--- config.mk ---
export PLATFORM = sky130hd
export DESIGN_NAME = core_sequencer
export DESIGN_NICKNAME = d
export VERILOG_FILES = /design/src/rtl/core_sequencer.sv
export SDC_FILE = /design/constraint.sdc
export NUM_CORES = 1
export LEC_CHECK = 0
export CORE_ASPECT_RATIO = 0.5
export CORE_UTILIZATION = 45
export DETAILED_ROUTE_END_ITERATION = 7
export GPL_ROUTABILITY_DRIVEN = 0
export PLACE_DENSITY = 0.93
export SKIP_LAST_GASP = 1
export SYNTH_ARGS = -nofsm -noshare
export SYNTH_HDL_FRONTEND = slang
export SYNTH_SLANG_ARGS = --single-unit
export TNS_END_PERCENT = 100
--- constraint.sdc ---
create_clock -name clk -period 5.3 [get_ports clk]
set_input_delay 1.06 -clock clk [delete_from_list [all_inputs] [get_ports clk]]
set_output_delay 1.06 -clock clk [all_outputs]
set_load 0.01 [all_outputs]
--- src/rtl/core_sequencer.sv ---
`default_nettype none
// ============================================================================
//  Module      : core_sequencer
//  Description : Cycle sequencer for the t16q core. Drives the fetch/execute
//                phase into Decode, owns the single memory bus port for
//                instruction fetch and LDR/STR accesses, gates IR and
//                register-file commits, counts retired instructions and
//                provides halt and bus-fault control.
//  Revision    : 1.0 - initial release
// ============================================================================
module core_sequencer #(
    parameter logic [15:0] RESET_PC = 16'h0000,
    parameter logic [7:0]  TIMEOUT  = 8'd255
) (
    input  logic        clk,
    input  logic        rst_n,
    input  logic        run,
    input  logic        halt_req,
    input  logic        fault_clr,
    input  logic        dec_mem_access,
    input  logic        dec_mem_w_en,
    input  logic [15:0] pc,
    input  logic [15:0] alu_result,
    input  logic        bus_ack,
    input  logic        bus_err,
    output logic        ph1,
    output logic        bus_req,
    output logic        bus_we,
    output logic [15:0] bus_addr,
    output logic        ir_load,
    output logic        rf_we,
    output logic        ld_we,
    output logic        pc_load,
    output logic [15:0] pc_load_val,
    output logic        halted,
    output logic        fault,
    output logic [31:0] instret
);

    localparam logic [2:0] S_IDLE   = 3'd0;
    localparam logic [2:0] S_FETCH  = 3'd1;
    localparam logic [2:0] S_EXEC   = 3'd2;
    localparam logic [2:0] S_MEM    = 3'd3;
    localparam logic [2:0] S_HALTED = 3'd4;
    localparam logic [2:0] S_FAULT  = 3'd5;

    logic [2:0]  r_state;
    logic [7:0]  r_wait_cnt;
    logic [31:0] r_instret;

    logic [2:0]  w_state_nxt;
    logic [2:0]  w_retire_nxt;
    logic        w_retire;
    logic        w_bus_phase;
    logic        w_ack_ok;
    logic        w_ack_err;
    logic        w_timeout;

    // Bus-phase qualifiers; an ack outside FETCH/MEM is simply not looked at
    always_comb begin
        w_bus_phase = (r_state == S_FETCH) || (r_state == S_MEM);
        w_ack_ok    = w_bus_phase && bus_ack && !bus_err;
        w_ack_err   = w_bus_phase && bus_ack && bus_err;
        w_timeout   = w_bus_phase && !bus_ack && (r_wait_cnt == (TIMEOUT - 8'd1));
        // Halt wins over stop, stop wins over continuing
        if (halt_req) begin
            w_retire_nxt = S_HALTED;
        end else if (!run) begin
            w_retire_nxt = S_IDLE;
        end else begin
            w_retire_nxt = S_FETCH;
        end
    end

    // Outputs decoded from state and bus_ack, plus next-state selection
    always_comb begin
        ph1         = 1'b0;
        bus_req     = 1'b0;
        bus_we      = 1'b0;
        bus_addr    = 16'h0000;
        ir_load     = 1'b0;
        rf_we       = 1'b0;
        ld_we       = 1'b0;
        pc_load     = 1'b0;
        w_retire    = 1'b0;
        w_state_nxt = r_state;
        case (r_state)
            S_IDLE: begin
                if (run) begin
                    pc_load     = 1'b1;
                    w_state_nxt = S_FETCH;
                end
            end
            S_FETCH: begin
                ph1      = 1'b1;
                bus_req  = 1'b1;
                bus_addr = pc;
                if (w_ack_ok) begin
                    // IR capture and the PC += 2 writeback happen together
                    ir_load     = 1'b1;
                    rf_we       = 1'b1;
                    w_state_nxt = S_EXEC;
                end else if (w_ack_err || w_timeout) begin
                    w_state_nxt = S_FAULT;
                end
            end
            S_EXEC: begin
                if (dec_mem_access) begin
                    w_state_nxt = S_MEM;
                end else begin
                    rf_we       = 1'b1;
                    w_retire    = 1'b1;
                    w_state_nxt = w_retire_nxt;
                end
            end
            S_MEM: begin
                bus_req  = 1'b1;
                bus_we   = dec_mem_w_en;
                bus_addr = alu_result;
                if (w_ack_ok) begin
                    ld_we       = !dec_mem_w_en;
                    w_retire    = 1'b1;
                    w_state_nxt = w_retire_nxt;
                end else if (w_ack_err || w_timeout) begin
                    w_state_nxt = S_FAULT;
                end
            end
            S_HALTED: begin
                if (!halt_req) begin
                    w_state_nxt = S_FETCH;
                end
            end
            S_FAULT: begin
                if (fault_clr) begin
                    w_state_nxt = S_IDLE;
                end
            end
            default: begin
                w_state_nxt = S_IDLE;
            end
        endcase
    end

    // State, bus wait counter and retired-instruction counter
    always_ff @(posedge clk or negedge rst_n) begin
        if (!rst_n) begin
            r_state    <= S_IDLE;
            r_wait_cnt <= 8'd0;
            r_instret  <= 32'd0;
        end else begin
            r_state <= w_state_nxt;
            if (((w_state_nxt == S_FETCH) || (w_state_nxt == S_MEM)) && (w_state_nxt != r_state)) begin
                r_wait_cnt <= 8'd0;
            end else if (bus_req && !bus_ack) begin
                r_wait_cnt <= r_wait_cnt + 8'd1;
            end
            if (w_retire) begin
                r_instret <= r_instret + 32'd1;
            end
        end
    end

    assign pc_load_val = RESET_PC;
    assign halted      = (r_state == S_HALTED);
    assign fault       = (r_state == S_FAULT);
    assign instret     = r_instret;

endmodule
`default_nettype wire
==> flow_summary.yaml <==
timing:
  slew_violations: 0
  period_minus_slack_ns: 3.801
  hold_viol_final: 0
  finalCritPeriodShare_pct: 71.71
  skew_ns: 0.007827
  final.setup.worst_slack_ns: 1.499
  rsz0062_at_grt: "no"
  setup_viol: 0
  fmax_mhz: 263.1
  finalSetupTns_ns: 0
  slew_headroom_pct: 19.72
  worstMarginPinSlew_ns: 1.204
clock_network:
  htreeDepth: 2
  cts.clk_slew.worst_paths_ns: 0.09
  clock-sinks: 43
  clock_latency_ns: 0.31
  numCtsBuffers: 5
  cts_root_buffer: "clkbuf_8"
  ctsHoldBuffers: 0
  cts_tree: "built"
  cts_setup_buffers: 0
  cts_max_path_buffers: 2
  ctsResizeCount: 0
worst_setup_path:
  reg2reg_setup_slack_ns: 2.72
  critPathMaxFanout: 7
  worstPathRequired_ns: 4.24
  arrival_ns: 2.74
  worst_r2r_endpoint: "instret[10]"
  r2r_cells: 5
  start_kind: "input port"
  worstReg2RegStart: "r_state[1]"
  worstSetupPathType: "in -> out"
  endpoint_kind: "output pin"
route:
  drt_iter0_markers: 56
  drc_errors: 0
  vias_per_cell: 5.128
  drt_wl_total_um: 6209
  antenna_left: 0
  first_pass_iters: 5
  drt-wirelength-per-cell_um: 14.71
  via_count: 2164
global_route:
  gr-total-overflow: 0
  antenna_found_initial: 0
  grt_max_degree: 44
  grt_pass1_vias: 2127
  track_usage_pct: 22.04
  grt_pass1_wl_um: 9887
synth:
  synth.distinct_cells: 41
  synthCells: 254
  synth_area_um2: 2517
  synth_enable_flop_cells: 0
  yosysSeqAreaShare_pct: 42.74
  ys.flop_type: "dfrtp_1"
  yosysWarnings: 0
  synth.avg_cell_area_um2: 9.911
  synthArstFlopShare_pct: 100.0
  ys_ff_latch: 43
floorplan:
  die_w_um: 107.8
  row_count: 18
  die_area_um2: 5916
  io_pins: 114
  chipHeight_um: 54.89
  core_um2: 5157
  start_util_pct: 48.81
hold_path:
  min_to: "instret[31]"
  hp-start: "instret[31]"
  hold_depth: 1
  hp-class: "reg -> reg"
layout:
  fin_util_pct: 69.38
  diodes: 0
  area_growth_pct: 42.15
  final_common_cell: "clkdlybuf4s50_1"
  nFillCells: 373
  mostFrequentLayoutCells: "96 x clkdlybuf4s50_1, 43 x dfrtp_1, 31 x nor2_1"
  drive_gt1_share_pct: 5.966
  final_cell_area_um2: 3578
  nNetsFinal: 395
flow_run:
  drv_cap: 0
pwr:
  power.density_nw_per_um2: 326.4
  p_total_mw: 1.168
  irDropWorstVdd_v: 0.0002004
  p_leak_nw: 1.500
place:
  postPlaceCellArea_um2: 3480
  dp_hpwl_um: 4759
  portBuffers: 97
  place_ws_ns: 1.501
run_status:
  status: "complete, no violations"
[area by class of cell]
cell class              instances  area (µm²)  area share (%)
well taps                      70       87.58           2.448
clock buffers                   6       82.58           2.308
clock inverters                 2       16.27          0.4545
flip-flops and latches         43        1076           30.07
inverters                       5       18.77          0.5245
multi-input cells             199        1331           37.20
repair buffers                 97       965.9           26.99
[cell families after synthesis]
group                    synth area share, %
adder cells (fa/ha/maj)                1.491
buffers and inverters                  6.611
flip-flops                             42.74
AO/OA/AOI/OAI                          4.821
AND/OR/NAND/NOR                        23.76
other                                 0.1490
multiplexers                           7.207
XOR/XNOR                               13.22
[state kept, by name, summed over array words and instances (netlist names)]
register	cells
instret	32
r_state	3
r_wait_cnt	8
[per-layer routing]
| metal | up-vias | share of wire [%] | GRT usage (%) | wire, µm |
|---|---|---|---|---|
| met4 | 0 | 1.5 | 8.904 | 95 |
| met1 | 1036 | 39 | 25.06 | 2437 |
| li1 | 1032 | - | - | - |
| met3 | 11 | 8.2 | 6.089 | 509 |
| met2 | 85 | 51 | 41.03 | 3167 |
| met5 | - | 0 | 0 | 0 |
[where the power goes]
part	switching, mW	internal (mW)	leakage (nW)	total, mW
Combinational	0.237	0.274	0.872	0.511
Clock	0.119	0.106	0.0474	0.225
Sequential	0.0746	0.357	0.581	0.432
Total	0.430	0.738	1.50	1.17
[worst max-delay path, cell delays in order]
cell	delay [ns]
clkdlybuf4s50_1	0.58
and3b_4	0.28
nand2b_1	0.10
a21oi_1	0.16
clkdlybuf4s50_1	0.56
[worst max-delay path by stage]
stage,from,endpoint,cells past startpoint
2_1_floorplan,bus_err,rf_we,3
3_3_place_gp,bus_ack,rf_we,5
3_5_place_dp,bus_ack,rf_we,5
4_1_cts,bus_ack,rf_we,5
5_1_grt,bus_ack,rf_we,5
6_report,bus_ack,rf_we,5
[cell usage after synthesis (all sizes together) (2+ instances only)]
cell type  count  share of area (%)
a211oi         2               0.80
a21oi          2               0.40
and3           5                1.2
and3b          3                1.2
and4           3                1.1
buf           22                5.9
dfrtp         43                 43
ha             3                1.5
inv            5               0.75
mux2i         17                6.8
nand2         18                2.7
nand2b         6                1.5
nand3         15                3.0
nand4          7                1.7
nor2          32                4.9
nor2b          2               0.50
nor3           8                2.7
nor3b          3               0.89
nor4           4               0.99
o21ai          5               0.99
xnor2         28                9.7
xor2          10                3.5
[metrics by stage]
step	cells	hold WS, ns
4_1_cts	422	0.4776
5_1_grt	422	0.5200
3_3_place_gp	414	0.4613
2_1_floorplan	269	0.4921
3_5_place_dp	414	0.4661
6_report	422	0.4784
Note: power is estimated with default switching activity, not from simulation.
